<file path="config.mk">
export PLATFORM = sky130hd
export DESIGN_NAME = seven_seg_scan
export DESIGN_NICKNAME = d
export VERILOG_FILES = /design/src/rtl/seven_seg_pkg.sv /design/src/rtl/seven_seg_hex_to_seg.sv /design/src/rtl/seven_seg_scan.sv
export SDC_FILE = /design/constraint.sdc
export NUM_CORES = 1
export LEC_CHECK = 0
export ABC_AREA = 1
export CAP_MARGIN = 20
export CORE_MARGIN = 1.5
export CORE_UTILIZATION = 55
export CTS_BUF_LIST = sky130_fd_sc_hd__clkbuf_2 sky130_fd_sc_hd__clkbuf_4 sky130_fd_sc_hd__clkbuf_8
export CTS_CLUSTER_DIAMETER = 40
export CTS_CLUSTER_SIZE = 8
export DETAILED_ROUTE_END_ITERATION = 8
export PLACE_DENSITY = 0.86
export REMOVE_ABC_BUFFERS = 1
export SYNTH_ARGS = -nofsm -noshare
export SYNTH_HDL_FRONTEND = slang
export SYNTH_SLANG_ARGS = --single-unit
</file>
<file path="constraint.sdc">
create_clock -name clk -period 3.5 [get_ports clk]
set_input_delay 0.7 -clock clk [delete_from_list [all_inputs] [get_ports clk]]
set_output_delay 0.7 -clock clk [all_outputs]
set_load 0.05 [all_outputs]
</file>
<file path="src/rtl/seven_seg_pkg.sv">
// Shared types and constants for the four-digit seven-segment scanner.
// Holds the active-low off patterns, the hex segment table, the digit index
// type and the slot-phase enum used by seven_seg_scan and hex_to_seg.
package seven_seg_pkg;

  // All-off patterns for the active-low segment and anode outputs.
  localparam logic [6:0] SEG_OFF = 7'h7F;
  localparam logic [3:0] AN_OFF  = 4'hF;

  // Active-low segment codes, bit0 = a ... bit6 = g.
  // Packed so that HEX_SEG[n] selects the code for nibble value n.
  localparam logic [15:0][6:0] HEX_SEG = {
    7'h0E, 7'h06, 7'h21, 7'h46,   // F E d C
    7'h03, 7'h08, 7'h10, 7'h00,   // b A 9 8
    7'h78, 7'h02, 7'h12, 7'h19,   // 7 6 5 4
    7'h30, 7'h24, 7'h79, 7'h40    // 3 2 1 0
  };

  typedef logic [1:0] digit_idx_t;

  typedef enum logic {
    DEAD = 1'b0,
    ON   = 1'b1
  } phase_t;

  // Active-low anode pattern enabling only the given digit.
  function automatic logic [3:0] an_select(input digit_idx_t idx);
    return ~(4'b0001 << idx);
  endfunction

endpackage

</file>
<file path="src/rtl/seven_seg_hex_to_seg.sv">
// Combinational hex nibble to active-low seven-segment decoder.
// Ports: nibble (4-bit value in), seg (7-bit active-low gfedcba out).
// No state, zero latency.
module hex_to_seg
  import seven_seg_pkg::*;
(
  input  logic [3:0] nibble,
  output logic [6:0] seg
);

  assign seg = HEX_SEG[nibble];

endmodule

</file>
<file path="src/rtl/seven_seg_scan.sv">
// Time-multiplexed 4-digit hex display driver with tear-free frame updates.
// Ports: clk, p_sync_reset (sync, active-high); value_i/update_i capture a
// word, blank_lz_i/dp_i shape the display; seg_o/dp_o/an_o are active-low
// registered drives, frame_o pulses once per full 4-digit scan.
module seven_seg_scan
  import seven_seg_pkg::*;
#(
  parameter int PRESCALE    = 50000,
  parameter int DEAD_CYCLES = 16
) (
  input  logic        clk,
  input  logic        p_sync_reset,
  input  logic [15:0] value_i,
  input  logic        update_i,
  input  logic        blank_lz_i,
  input  logic [3:0]  dp_i,
  output logic [6:0]  seg_o,
  output logic        dp_o,
  output logic [3:0]  an_o,
  output logic        frame_o
);

  localparam int CW = (PRESCALE > 1) ? $clog2(PRESCALE) : 1;
  localparam logic [CW-1:0] CNT_LAST = CW'(PRESCALE - 1);
  localparam logic [CW-1:0] CNT_DEAD = CW'(DEAD_CYCLES);

  logic [CW-1:0] cnt;
  digit_idx_t    idx;
  logic [15:0]   shadow;
  logic [15:0]   display;
  logic          pending;

  logic          slot_end;
  logic          frame_end;
  phase_t        phase;
  logic [3:0]    cur_nibble;
  logic [6:0]    cur_seg;
  logic          upper_zero;
  logic          blank_digit;

  assign slot_end  = (cnt == CNT_LAST);
  assign frame_end = slot_end && (idx == 2'd3);
  assign phase     = (cnt < CNT_DEAD) ? DEAD : ON;

  assign cur_nibble = display[{idx, 2'b00} +: 4];

  hex_to_seg u_hex_to_seg (
    .nibble (cur_nibble),
    .seg    (cur_seg)
  );

  // A digit counts as a leading zero when it and every digit to its left
  // are zero. Digit 0 is excluded so an all-zero word still shows "0".
  always_comb begin
    upper_zero = 1'b0;
    unique case (idx)
      2'd1:    upper_zero = (display[15:4]  == 12'h000);
      2'd2:    upper_zero = (display[15:8]  == 8'h00);
      2'd3:    upper_zero = (display[15:12] == 4'h0);
      default: upper_zero = 1'b0;
    endcase
  end

  assign blank_digit = blank_lz_i && upper_zero;

  // Scan position.
  always_ff @(posedge clk) begin
    if (p_sync_reset) begin
      cnt <= '0;
      idx <= '0;
    end else if (slot_end) begin
      cnt <= '0;
      idx <= idx + 2'd1;
    end else begin
      cnt <= cnt + CW'(1);
    end
  end

  // Capture into the shadow at any time; the visible register only moves at
  // the frame boundary so a frame never mixes digits from two words. A strobe
  // landing on the boundary itself bypasses the shadow.
  always_ff @(posedge clk) begin
    if (p_sync_reset) begin
      shadow  <= '0;
      display <= '0;
      pending <= 1'b0;
    end else begin
      if (update_i) begin
        shadow  <= value_i;
        pending <= 1'b1;
      end
      if (frame_end) begin
        if (update_i) begin
          display <= value_i;
        end else if (pending) begin
          display <= shadow;
        end
        pending <= 1'b0;
      end
    end
  end

  // Registered output drives.
  always_ff @(posedge clk) begin
    if (p_sync_reset) begin
      seg_o   <= SEG_OFF;
      dp_o    <= 1'b1;
      an_o    <= AN_OFF;
      frame_o <= 1'b0;
    end else begin
      frame_o <= frame_end;
      if (phase == DEAD) begin
        seg_o <= SEG_OFF;
        dp_o  <= 1'b1;
        an_o  <= AN_OFF;
      end else begin
        seg_o <= blank_digit ? SEG_OFF : cur_seg;
        dp_o  <= ~dp_i[idx];
        an_o  <= an_select(idx);
      end
    end
  end

endmodule

</file>
==> flow_metrics.tcl, run 1 <==
set metrics [dict create \
    status "finished clean" \
    worstHoldPathType "register to register" \
    post_cts_buffers 0 \
    crit_arrival_ns 2.48 \
    fin_tns_setup_ns 0 \
    postLayoutCellArea_sq_um 3800 \
    synthCells 460 \
    worst_ir_drop_vdd_uv 330 \
    die_w_um 79.1 \
    rows 27 \
    nFillCells 462 \
    wl_met2_mm 3.06 \
    hp-start "cnt[0]$_SDFF_PP0_" \
    routedWlPerCell_um 11.4 \
    wl_met3_um 296 \
    finalHoldViolations 0 \
    final_antenna_net_count 0 \
    synth_edf_count 0 \
    p_leak_nw 1.63 \
    grt_start_max_net_pins 20 \
    crit_path_start_kind "register" \
    p_comb_frac 0.054 \
    overflow 0 \
    drc 0 \
    worst_pin_slew_ns 0.752 \
    clk_latency_ns 0.36 \
    drive_above_1_share 0.101 \
    cp_data_required_time_ns 3.72 \
    numPlacedInstances 553 \
    viasPerCell 5.05 \
    synth_area_leaders "dfxtp_1 (40%), nand2_1 (14%), nor2_1 (6.9%)" \
    root_buffer "clkbuf_8" \
    start_util 0.575 \
    synth_most_common_cell "nand2_1" \
    io_buffers 36 \
    max-clock-path-buffers 2 \
    synth_ff_type "dfxtp_1" \
    pwr-share-seq 0.468 \
    final_cells 569 \
    wl_met1_mm 2.99 \
    drv_slew 0 \
    nets 528 \
    ios 37 \
    power.density_nw_per_um2 422 \
    path_class "register to register" \
    timing.rr.start "idx[0]$_SDFFE_PP0P_" \
    grt_pass1_wl_mm 11.5 \
    place_area_sq_um 3550 \
    fin_crit_sh 0.647 \
    ys_ff_latch 64 \
    synth.avg_cell_area_sq_um 6.93 \
    setup_viol 0 \
    antenna_found_initial 0 \
    antennaDiodeCount 0 \
    num_vias 2871 \
    synthTopCellsByCount "nand2_1 (120), dfxtp_1 (64), nor2_1 (59)" \
    cts_tree "built" \
    crit_start "idx[0]$_SDFFE_PP0P_" \
    end_kind "register" \
    skew_ns 0.0126 \
    netlist_area_sq_um 3190 \
    clk_pin_slew_ns 0.07 \
    post_synth_num_cell_types 27 \
    areaGrowthSynthToFinish_pct 19.1 \
    clockPowerShare 0.478 \
    cts.sinks 64 \
    ys_seq_area_frac 0.402 \
    initialDrtViolationCount 202 \
    yosysTopAreaCellShare 0.402 \
    p_sw_uw 339 \
    drt-pass1-iter-count 5 \
    utilization 0.685 \
    dr.max_layer_used "met4" \
    htreeDepth 3 \
    grt_pass1_vias 2657 \
    intPower_mw 1.26 \
    grt_util_all_layers 0.233 \
    synth_top_area_cell "dfxtp_1" \
    timing.hold.ws_ns 0.474 \
    die_h_um 79.1 \
    yosys_warnings 0 \
    ctsHoldBuffers 0 \
    swShare 0.212 \
    critPathMaxFanout 14 \
    rsz0062_at_grt "no" \
    post_cts_resized 0 \
    slew_headroom 0.499 \
    core_sq_um 5540 \
    cts_inserted_buffers 9 \
    gp_congestion 0.836 \
    dieArea_sq_um 6260 \
    hpwl_mm 4.63 \
    max_cap_viol_count 0 \
    clock.fmax_mhz 441 \
    async_reset_ff_frac 0 \
    period_minus_slack_ns 2.27 \
    wl_mm 6.52 \
]
==> cells by family after synthesis <==
family          count (synthesis)  synth area share
compound gates                 37            0.0609
xor+xnor                        3           0.00825
fa+ha+maj                      12            0.0471
buf+inv                        78             0.102
flops                          64             0.402
simple gates                  266             0.380
==> stage by stage <==
stage          setup slack [ns]  power (mW)
2_1_floorplan              1.69       0.808
3_3_place_gp               1.00       0.848
3_5_place_dp              0.910       0.850
4_1_cts                    1.25        1.61
5_1_grt                    1.04        1.65
6_report                   1.23        1.60
==> layer usage <==
metal / GRT usage / up-vias
met5: 0 / -
met4: 0.135 / 0
met3: 0.0448 / 15
met2: 0.383 / 79
met1: 0.284 / 1272
li1: - / 1505
==> final cells by class <==
class                           count  area, sq um  area share
Sequential cell                    64         1280       0.338
Clock inverter                      7          120      0.0316
Clock buffer                        9          124      0.0326
Multi-Input combinational cell    318         1580       0.416
Inverter                           62          233      0.0613
Tap cell                           72         90.1      0.0237
Timing Repair Buffer               37          368      0.0969
==> final timing paths <==
path / to / slack [ns] / cells after the start
worst max-delay path: seg_o[5]$_SDFF_PP1_ / 1.23 / 10
worst min-delay path: cnt[0]$_SDFF_PP0_ / 0.47 / 1
worst max register to register: seg_o[5]$_SDFF_PP1_ / 1.23 / 10
worst min register to register: cnt[0]$_SDFF_PP0_ / 0.47 / 1
==> critical path, stage by stage, from the launching register on <==
cell	delay, ns
dfxtp_1	0.62
inv_1	0.34
nand2_1	0.14
nand3_1	0.09
nand2_1	0.20
inv_1	0.12
ha_1	0.22
nand3_1	0.14
nand2_1	0.06
o21ai_1	0.13
nand2_1	0.06
==> layout by cell type (no fill, tap or decap), types with 2 or more instances in the layout <==
| cell type | instances |
|---|---|
| nor2_1 | 59 |
| o21ai_1 | 2 |
| xor2_1 | 3 |
| nand2_2 | 3 |
| ha_1 | 12 |
| nor2_2 | 2 |
| nor3b_1 | 2 |
| nand4_1 | 22 |
| clkinv_4 | 2 |
| nand3_1 | 26 |
| clkbuf_8 | 9 |
| or2_2 | 18 |
| nand2_1 | 120 |
| dfxtp_1 | 64 |
| clkdlybuf4s50_1 | 36 |
| bufinv_16 | 3 |
| inv_2 | 4 |
| a21oi_1 | 12 |
| inv_1 | 58 |
| nor3_1 | 9 |
| nor2_4 | 4 |
| o21ai_0 | 20 |
==> sequential cells by signal, indices dropped and copies added (netlist names) <==
name / count
pending: 1
idx: 2
shadow: 16
dp_o: 1
an_o: 4
frame_o: 1
seg_o: 7
display: 16
cnt: 16
==> power groups by stage <==
stage               Clock [mW]  Sequential, mW  Combinational [mW]
floorplan                    0           0.764              0.0441
global placement             0           0.764              0.0835
detailed placement           0           0.765              0.0851
CTS                      0.778           0.749              0.0859
global route             0.809           0.750              0.0952
finish                   0.766           0.749              0.0863
(Power assumes the default switching activity.)
==> inputs of run 2 (changes only) <==
Settings changed: CORE_UTILIZATION 55 to 52, PLACE_DENSITY 0.86 to 0.85.
Clock period 3.5 ns to 1.9 ns, I/O delays scaled along.
==> run 2 against run 1 <==
Combinational power increased by 94%. Cell count rose by 2.8%. Clock skew is 0.0032 ns lower. Sequential cell count unchanged. Routed wire length is 3.8% higher. Die area is 5.5% higher. Clock power grew 74%. Sequential share of layout area decreased by 0.75 points. Critical path type is now register to primary output. Largest power group is now registers. Largest cell class unchanged.
==> flow_metrics.tcl, run 2 (synthesis gave the netlist of run 1 again) <==
set metrics [dict create \
    antennaDiodeCount 0 \
    gp_congestion 0.879 \
    hold-path-endpoint "cnt[0]$_SDFF_PP0_" \
    max-clock-path-buffers 2 \
    dieArea_sq_um 6610 \
    die_w_um 81.3 \
    overflow 0 \
    final_antenna_net_count 0 \
    cp_num_buf_inv 1 \
    grt_pass1_vias 2653 \
    power.density_nw_per_um2 742 \
    fin_crit_sh 0.963 \
    num_vias 2906 \
    htreeDepth 3 \
    critPathMaxFanout 1 \
    status "finished clean" \
    period_minus_slack_ns 1.83 \
    worst_pin_slew_ns 0.495 \
    crit_arrival_ns 1.45 \
    core_sq_um 5920 \
    fin_tns_setup_ns 0 \
    cts_inserted_buffers 9 \
    numPlacedInstances 569 \
    max_cap_viol_count 0 \
    cts_tree "built" \
    drv_slew 0 \
    io_buffers 36 \
    reg2regPathDepth 10 \
    drive_above_1_share 0.125 \
    post_cts_resized 0 \
    cp_slowest_cell "clkdlybuf4s50_1" \
    rsz0062_at_grt "no" \
    antenna_found_initial 0 \
    layout_commonest_cell "nand2_1" \
    crit_path_start_kind "register" \
    clk_latency_ns 0.35 \
    worstReg2RegEnd "seg_o[3]$_SDFF_PP1_" \
    final_cells 585 \
    grt_util_all_layers 0.232 \
    cp_data_required_time_ns 1.52 \
    worst_ir_drop_vdd_uv 415 \
    die_h_um 81.3 \
    ctsHoldBuffers 0 \
    viasPerCell 4.97 \
    reg_top3 "cnt x16, display x16, shadow x16" \
    initialDrtViolationCount 196 \
    root_buffer "clkbuf_8" \
    hp-start "cnt[0]$_SDFF_PP0_" \
    worstHoldPathType "register to register" \
    wl_mm 6.76 \
    start_util 0.538 \
    path_class "register to primary output" \
    finalHoldViolations 0 \
    rows 28 \
    cts.sinks 64 \
    grt_pass1_wl_mm 11.9 \
    cp_cell_sequence "clkdlybuf4s50_1" \
    setup_viol 0 \
    place_area_sq_um 3650 \
    hpwl_mm 4.88 \
    drc 0 \
    nets 541 \
    drt-pass1-iter-count 5 \
    regToRegSetupSlack_ns 0.17 \
    slew_headroom 0.669 \
    p_leak_nw 1.69 \
    cp_top_family "buffers and inverters" \
    hold_depth 1 \
    critPathMaxStageDelay_ns 0.79 \
    postLayoutCellArea_sq_um 3880 \
    routedWlPerCell_um 11.6 \
    final_cell_mix "nand2_1 (120), dfxtp_1 (64), nor2_1 (59), inv_1 (57), clkdlybuf4s50_1 (36)" \
    clk_pin_slew_ns 0.07 \
    end_kind "primary output" \
    post_cts_buffers 0 \
    grt_start_max_net_pins 18 \
    areaGrowthSynthToFinish_pct 21.8 \
    ios 37 \
    skew_ns 0.00935 \
    timing.rr.start "idx[0]$_SDFFE_PP0P_" \
    clock.fmax_mhz 547 \
]
run 2: power breakdown:
group	internal (mW)	switching, mW
clock network	0.817	0.517
registers	1.37	0.00849
logic	0.0881	0.0790
run 2: worst max path at each step:
stage | from | to | slack, ns | cells after the start
after floorplan | idx[0]$_SDFFE_PP0P_ | seg_o[5]$_SDFF_PP1_ | 0.09 | 10
after global placement | update_i | display[9]$_SDFFE_PP0P_ | 0.13 | 7
after detailed placement | update_i | display[9]$_SDFFE_PP0P_ | 0.10 | 7
after CTS | seg_o[4]$_SDFF_PP1_ | seg_o[4] | 0.05 | 1
after global routing | idx[0]$_SDFFE_PP0P_ | seg_o[3]$_SDFF_PP1_ | 0.008 | 12
final | seg_o[4]$_SDFF_PP1_ | seg_o[4] | 0.07 | 1
run 2: stage by stage:
step           power [mW]  hold slack (ns)   util  worst slack [ns]
3_5_place_dp         1.58            0.443  0.617             0.104
2_1_floorplan        1.49            0.418      -            0.0907
3_3_place_gp         1.57            0.430  0.617             0.128
4_1_cts              2.90            0.452  0.655            0.0521
5_1_grt              2.98            0.495  0.656           0.00808
6_report             2.88            0.450  0.656            0.0711
run 2: metal layers:
metal	GRT usage	up-vias	share of wire
met3	0.0371	13	0.042
li1	-	1534	-
met2	0.365	69	0.47
met5	0	-	0
met4	0.109	0	0.019
met1	0.310	1290	0.47
run 2: layout make-up:
type	instances	area [sq um]
clock inverters	3	65.1
fillers	497	2040
flip-flops and latches	64	1280
well taps	75	93.8
inverters	62	236
multi-input cells	318	1580
clock buffers	13	160
repair buffers	50	465
